### src/rtl/psx_pad_responder.sv
// PSX/DualShock pad device emulator: answers host polls with ID, 0x5A, button and
// optional stick bytes, LSB first, pulsing ACK after every non-final byte.
module psx_pad_responder #(
   parameter int unsigned ANALOG    = 0,
   parameter int unsigned ACK_DELAY = 50,
   parameter int unsigned ACK_WIDTH = 50
) (
   input  logic        Clk,
   input  logic        reset,
   input  logic        I_psCLK,
   input  logic        I_psSEL,
   input  logic        I_psTXD,
   output logic        O_psRXD,
   output logic        O_psRXD_oe,
   output logic        O_psACK_n,
   input  logic [15:0] I_BTN,
   input  logic [31:0] I_STICK,
   output logic [7:0]  O_CMD,
   output logic        O_POLL_DONE,
   output logic        O_ERR
);

   localparam int unsigned ACK_MAX  = (ACK_DELAY > ACK_WIDTH) ? ACK_DELAY : ACK_WIDTH;
   localparam int unsigned ACK_CW   = $clog2(ACK_MAX + 1);
   localparam logic [3:0]  LAST_IDX = (ANALOG != 0) ? 4'd8 : 4'd4;
   localparam logic [7:0]  PAD_ID   = (ANALOG != 0) ? 8'h73 : 8'h41;

   typedef enum logic [1:0] {ST_IDLE, ST_SHIFT, ST_WAIT_END} state_e;
   typedef enum logic [1:0] {ACK_IDLE, ACK_WAIT, ACK_LOW} ack_e;

   logic [2:0]        clk_sync_q, sel_sync_q;
   logic [1:0]        txd_sync_q;
   logic              clk_fall, clk_rise, sel_fall, sel_rise, txd_s;

   state_e            state_q, state_d;
   logic [3:0]        byte_idx_q, byte_idx_d;
   logic [2:0]        bit_cnt_q, bit_cnt_d;
   logic [7:0]        tx_sr_q, tx_sr_d;
   logic [7:0]        rx_sr_q, rx_sr_d;
   logic              rxd_q, rxd_d;
   logic              oe_q, oe_d;
   logic [7:0]        cmd_q, cmd_d;
   logic              done_q, done_d;
   logic              err_q, err_d;
   logic [15:0]       btn_sh_q, btn_sh_d;
   logic [31:0]       stick_sh_q, stick_sh_d;
   logic              ack_arm;

   ack_e              ack_st_q, ack_st_d;
   logic [ACK_CW-1:0] ack_cnt_q, ack_cnt_d;
   logic              ack_n_q, ack_n_d;

   logic [7:0]        rx_next, next_byte, shadow_byte_c;
   logic              byte_fail;

   // Two synchroniser stages plus one edge-detect stage per host line
   always_ff @(posedge Clk or posedge reset) begin
      if (reset) begin
         clk_sync_q <= 3'b111;
         sel_sync_q <= 3'b111;
         txd_sync_q <= 2'b11;
      end else begin
         clk_sync_q <= {clk_sync_q[1:0], I_psCLK};
         sel_sync_q <= {sel_sync_q[1:0], I_psSEL};
         txd_sync_q <= {txd_sync_q[0], I_psTXD};
      end
   end

   assign clk_fall = clk_sync_q[2] & ~clk_sync_q[1];
   assign clk_rise = ~clk_sync_q[2] & clk_sync_q[1];
   assign sel_fall = sel_sync_q[2] & ~sel_sync_q[1];
   assign sel_rise = ~sel_sync_q[2] & sel_sync_q[1];
   assign txd_s    = txd_sync_q[1];
   assign rx_next  = {txd_s, rx_sr_q[7:1]};

   // Byte that follows the one just completed, taken from the frame snapshot
   always_comb begin
      case (byte_idx_q)
         4'd3:    shadow_byte_c = btn_sh_q[15:8];
         4'd4:    shadow_byte_c = stick_sh_q[7:0];
         4'd5:    shadow_byte_c = stick_sh_q[15:8];
         4'd6:    shadow_byte_c = stick_sh_q[23:16];
         4'd7:    shadow_byte_c = stick_sh_q[31:24];
         default: shadow_byte_c = 8'hFF;
      endcase
   end

   always_ff @(posedge Clk or posedge reset) begin
      if (reset) begin
         state_q    <= ST_IDLE;
         byte_idx_q <= '0;
         bit_cnt_q  <= '0;
         tx_sr_q    <= 8'hFF;
         rx_sr_q    <= '0;
         rxd_q      <= 1'b1;
         oe_q       <= 1'b0;
         cmd_q      <= '0;
         done_q     <= 1'b0;
         err_q      <= 1'b0;
         btn_sh_q   <= 16'hFFFF;
         stick_sh_q <= '0;
      end else begin
         state_q    <= state_d;
         byte_idx_q <= byte_idx_d;
         bit_cnt_q  <= bit_cnt_d;
         tx_sr_q    <= tx_sr_d;
         rx_sr_q    <= rx_sr_d;
         rxd_q      <= rxd_d;
         oe_q       <= oe_d;
         cmd_q      <= cmd_d;
         done_q     <= done_d;
         err_q      <= err_d;
         btn_sh_q   <= btn_sh_d;
         stick_sh_q <= stick_sh_d;
      end
   end

   always_comb begin
      state_d    = state_q;
      byte_idx_d = byte_idx_q;
      bit_cnt_d  = bit_cnt_q;
      tx_sr_d    = tx_sr_q;
      rx_sr_d    = rx_sr_q;
      rxd_d      = rxd_q;
      oe_d       = oe_q;
      cmd_d      = cmd_q;
      done_d     = 1'b0;
      err_d      = 1'b0;
      btn_sh_d   = btn_sh_q;
      stick_sh_d = stick_sh_q;
      ack_arm    = 1'b0;
      byte_fail  = 1'b0;
      next_byte  = shadow_byte_c;

      case (state_q)
         ST_IDLE: begin
            if (sel_fall) begin
               state_d    = ST_SHIFT;
               byte_idx_d = '0;
               bit_cnt_d  = '0;
               tx_sr_d    = 8'hFF;
               oe_d       = 1'b1;
               rxd_d      = 1'b1;
            end
         end
         ST_SHIFT: begin
            // Bit 0 of each byte is presented before its first falling edge
            if (clk_fall && (bit_cnt_q != 3'd0)) begin
               tx_sr_d = {1'b1, tx_sr_q[7:1]};
               rxd_d   = tx_sr_q[1];
            end else if (clk_rise) begin
               rx_sr_d   = rx_next;
               bit_cnt_d = bit_cnt_q + 3'd1;
               if (bit_cnt_q == 3'd7) begin
                  case (byte_idx_q)
                     4'd0: begin
                        if (rx_next != 8'h01) byte_fail = 1'b1;
                        else                  next_byte = PAD_ID;
                     end
                     4'd1: begin
                        cmd_d = rx_next;
                        if (rx_next != 8'h42) byte_fail = 1'b1;
                        else                  next_byte = 8'h5A;
                     end
                     4'd2: begin
                        btn_sh_d   = I_BTN;
                        stick_sh_d = I_STICK;
                        next_byte  = I_BTN[7:0];
                     end
                     default: ;
                  endcase
                  if (byte_fail || (byte_idx_q == LAST_IDX)) begin
                     err_d   = byte_fail;
                     done_d  = ~byte_fail;
                     state_d = ST_WAIT_END;
                     oe_d    = 1'b0;
                     rxd_d   = 1'b1;
                  end else begin
                     ack_arm    = 1'b1;
                     tx_sr_d    = next_byte;
                     rxd_d      = next_byte[0];
                     byte_idx_d = (byte_idx_q == 4'hF) ? byte_idx_q : byte_idx_q + 4'd1;
                  end
               end
            end
         end
         ST_WAIT_END: begin
            oe_d  = 1'b0;
            rxd_d = 1'b1;
         end
         default: state_d = ST_IDLE;
      endcase

      // Deselect ends the transaction from any state, without a DONE/ERR pulse
      if (sel_rise && (state_q != ST_IDLE)) begin
         state_d = ST_IDLE;
         oe_d    = 1'b0;
         rxd_d   = 1'b1;
         done_d  = 1'b0;
         err_d   = 1'b0;
         ack_arm = 1'b0;
      end
   end

   // ACK timer runs independently of the shift path; re-arming restarts the delay
   always_ff @(posedge Clk or posedge reset) begin
      if (reset) begin
         ack_st_q  <= ACK_IDLE;
         ack_cnt_q <= '0;
         ack_n_q   <= 1'b1;
      end else begin
         ack_st_q  <= ack_st_d;
         ack_cnt_q <= ack_cnt_d;
         ack_n_q   <= ack_n_d;
      end
   end

   always_comb begin
      ack_st_d  = ack_st_q;
      ack_cnt_d = ack_cnt_q;
      if (sel_rise) begin
         ack_st_d  = ACK_IDLE;
         ack_cnt_d = '0;
      end else if (ack_arm) begin
         ack_st_d  = ACK_WAIT;
         ack_cnt_d = '0;
      end else begin
         case (ack_st_q)
            ACK_WAIT: begin
               if (ack_cnt_q == ACK_CW'(ACK_DELAY - 1)) begin
                  ack_st_d  = ACK_LOW;
                  ack_cnt_d = '0;
               end else begin
                  ack_cnt_d = ack_cnt_q + ACK_CW'(1);
               end
            end
            ACK_LOW: begin
               if (ack_cnt_q == ACK_CW'(ACK_WIDTH - 1)) begin
                  ack_st_d  = ACK_IDLE;
                  ack_cnt_d = '0;
               end else begin
                  ack_cnt_d = ack_cnt_q + ACK_CW'(1);
               end
            end
            default: ;
         endcase
      end
      ack_n_d = (ack_st_d != ACK_LOW);
   end

   assign O_psRXD     = rxd_q;
   assign O_psRXD_oe  = oe_q;
   assign O_psACK_n   = ack_n_q;
   assign O_CMD       = cmd_q;
   assign O_POLL_DONE = done_q;
   assign O_ERR       = err_q;

endmodule

### config.mk
export PLATFORM = sky130hd
export DESIGN_NAME = psx_pad_responder
export DESIGN_NICKNAME = d
export VERILOG_FILES = /design/src/rtl/psx_pad_responder.sv
export SDC_FILE = /design/constraint.sdc
export NUM_CORES = 1
export LEC_CHECK = 0
export CORE_ASPECT_RATIO = 1.25
export CORE_MARGIN = 10
export CORE_UTILIZATION = 50
export CTS_CLUSTER_SIZE = 24
export DETAILED_ROUTE_END_ITERATION = 8
export PLACE_DENSITY = 0.74
export SYNTH_ARGS = -nofsm -noshare
export SYNTH_HDL_FRONTEND = slang
export SYNTH_SLANG_ARGS = --single-unit
### constraint.sdc
create_clock -name Clk -period 4.2 [get_ports Clk]
set_input_delay 0.84 -clock Clk [delete_from_list [all_inputs] [get_ports Clk]]
set_output_delay 0.84 -clock Clk [all_outputs]
set_load 0.05 [all_outputs]
==> impl.org <==
** Critical path
- The critical path in this run is classified as reg2reg.
- R2R Path Start :: byte_idx_q[0]
- Source of the critical timing path :: byte_idx_q[0]
- Maximum net fanout on the critical path :: 30
- Critical path required time :: between 4 and 5 ns
- STA classifies the critical path endpoint as a flop.
- Data arrives at the worst endpoint at around 3.2 ns.
- The worst register-to-register path has a setup slack of around 1.2 ns.
- Type of origin of the critical path :: flop

** Synth
- Flip-flop and latch count after synthesis :: 92
- Seq/Total Area, Yosys :: 0.505
- Top-count cell post-synth :: dfrtp_1
- Of all cell types, the one taking the most synthesized area is dfrtp_1.
- For this run, the number of Yosys warnings is 0.
- Number of nets produced by synthesis :: about 490
- Top cells by area in the synthesized netlist :: dfrtp_1, dfstp_2, mux2_2
- Share of the synthesized area in the top cell type :: 0.363
- Averaged over all synthesized cells, the footprint is ~11 sq um.
- Share of async-settable or async-resettable flops after synthesis :: 1.00
- Synthesis produced a netlist whose cell count is roughly 420.
- Number of synthesized flops with an enable pin :: 0
- Post-synth top flop :: dfrtp_1
- Synth cell count leaders :: dfrtp_1, mux2_2, nand2_1
- Counting distinct cell types in the post-synthesis netlist gives just over 60.
- The synthesized netlist occupies a cell area of approximately 4600 sq um.

** Layout
- The finished cells cover 5690 sq um.
- Number of fill cells :: roughly 750
- Share of layout cells above drive strength 1 :: 0.223
- After the last flow step, the layout net total stands at around 550.
- Summing all multi-input logic gate instances after layout gives approximately 2200 sq um.
- Summing all flip-flop and latch instances after layout gives roughly 2300 sq um.
- 0 antenna diodes ended up in the layout.
- From synthesis to final layout, the design area changed by 23.2%.
- Number of standard cells in the final layout excluding fillers :: around 610

** Clock tree
- In this run, post-CTS repair resized a total of 0 instances.
- Hold Buf Count CTS :: 0
- Number of clock sinks seen by CTS :: 92
- In this run the deepest clock path goes through 2 buffers.
- Latest clock arrival within the worst-skew pair :: between 0.3 and 0.4 ns
- Counting the buffers created by CTS gives 9.
- # Post-CTS Setup Buffers :: 0
- Clock H-tree levels :: 3
- Clock slew at reported path FFs :: ~0.06 ns
- Root Buffer :: clkbuf_16
- TritonCTS clock tree :: built

** Timing
- Of the available clock period, the critical path in the final layout requires 0.707.
- Final Max Tran Viols :: 0
- Setup repair after global routing missed its margin :: false
- Max-slew headroom :: 0.332
- Slack of the critical path :: 1.23 ns
- Slew at the pin closest to its max-slew limit :: between 0.9 and 1 ns
- The final hold violation count came to 0.
- Setup violations remaining at the end of the flow were counted as 0.
- Aggregate negative setup slack :: 0 ns
- Based on the critical path, the design can be clocked at up to about 340 MHz.
- Subtracting the final worst setup slack from the clock period gives 2.97 ns.
- On the final layout, the worst clock skew is roughly 0.0056 ns.

** Detailed routing
- Top metal layer carrying routed signals :: met4
- Met2 Wirelength :: about 5.6 mm
- The detail route stage leaves a number of antenna-violating nets equal to 0.
- Wire length on met1 :: 4.47 mm
- In this run, the number of DRC markers left after iteration 0 of detailed routing was approximately 270.
- Average vias per placed instance :: 5.78
- Pre-Repair DR Iteration Count :: 6
- Detailed-route wire length per cell :: 17.9 um
- Total wire length :: about 11 mm
- Remaining DRCs :: 0
- The routed layout has approximately 3500 vias.
- Met3 WL :: 486 um

** Worst hold path
- Hold path start :: sel_sync_q[0]
- The worst hold path belongs to the class reg2reg.

** Placement
- Cell Area, Placed :: ~5400 sq um
- Detailed placement finished with a half-perimeter wire length of roughly 8 mm.
- Before CTS, the worst setup slack after placement is approximately 1.3 ns.
- Number of placed instances, taps included :: 592
- The count of buffers added on input and output ports is between 60 and 70.
- Last weighted congestion value of the routability-driven placer :: 0.894

** Floorplan
- From bottom edge to top edge, the die measures approximately 130 um.
- The floorplan step defined a die boundary enclosing around 14000 sq um.
- The initialized floorplan defines 39 standard-cell rows.
- Floorplan core area :: around 9100 sq um
- Die width :: roughly 110 um
- Initial cell density of the core :: 0.509
- Top-level I/O count :: 66

** Job
- Number of max-capacitance violations reported :: 0

** Global routing
- Vias in the first global route :: 3778
- The number of antenna violations at the first check in global routing came to 0.
- Global-route wire length before repair :: 18.5 mm
- Maximum number of pins on one net before global-route repair :: 93
- Total routing resource utilization after global routing :: 0.167
- The total overflow left after global routing is 0.

** Power and ir drop
- In this run the power density over the cells is approximately 430 nW/um^2.
- Summing internal, switching and leakage power gives between 2 and 2.5 mW.
- VDD sags by at most 0.230 mV.
- Static Leak :: roughly 2.5 nW

** Status
- Run status :: complete, no violations
## cell type report
class                   count  area share
well taps                 123      0.0270
clock inverters             3     0.00352
multi-input cells         292       0.379
clock buffers              13      0.0475
flip-flops and latches     92       0.410
inverters                  15      0.0101
repair buffers             70       0.123
## sequential cells by signal, summed over array words and instances (netlist names), 4 cells and up
name        cells
tx_sr_q         7
stick_sh_q     32
O_CMD           8
btn_sh_q        8
byte_idx_q      4
ack_cnt_q       6
rx_sr_q         7
## stage by stage
step / hold WS (ns) / utilization
after floorplan: 0.345 / -
after detailed placement: 0.351 / 0.595
after global placement: 0.348 / 0.595
after CTS: 0.360 / 0.627
after global routing: 0.364 / 0.627
final: 0.357 / 0.627
## layout by cell type (no fill, tap or decap), drive strengths merged, types with 9 or more instances in the layout
cell type / instances
a22oi: 11
dfrtp: 67
clkdlybuf4s50: 65
inv: 14
dfstp: 25
nor2: 28
o21ai: 12
ha: 14
mux2: 49
clkbuf: 13
nand2b: 9
a21oi: 22
nand2: 46
## critical path, stage by stage, from the launching register on
cell	delay (ns)
dfrtp_1	0.43
inv_1	0.14
ha_1	0.49
and2_1	0.40
nor2b_4	0.74
buf_4	0.29
mux2_2	0.34
## metal layers
metal	global-route usage	vias up
met5	0	-
met4	0.0830	0
met3	0.0337	26
met2	0.285	100
met1	0.194	1731
li1	-	1660
## path summary, 6_finish.rpt
| kind | end | depth (start not counted) |
|---|---|---|
| max | stick_sh_q[23] | 6 |
| max in group asynchronous | txd_sync_q[0] | 3 |
| max reg2reg | stick_sh_q[23] | 6 |
| min in group asynchronous | ack_cnt_q[5] | 3 |
| min | sel_sync_q[1] | 0 |
| min reg2reg | sel_sync_q[1] | 0 |
## power by group
group	switching [mW]	internal, mW	total (mW)	leakage, nW
clock	0.326	0.448	0.774	0.138
sequential	0.0845	1.01	1.10	1.19
combinational	0.327	0.229	0.557	1.18
## logic make-up (layout without fill, tap and decap cells)
family / Yosys count / count (layout) / synth area share
compound gates: 98 / 98 / 0.156
xor+xnor: 1 / 1 / 0.00190
fa+ha+maj: 14 / 14 / 0.0379
buf+inv: 35 / 101 / 0.0298
flops: 92 / 92 / 0.505
mux: 52 / 52 / 0.126
simple gates: 127 / 127 / 0.143
No activity file was read; power rests on OpenSTA's default activity.
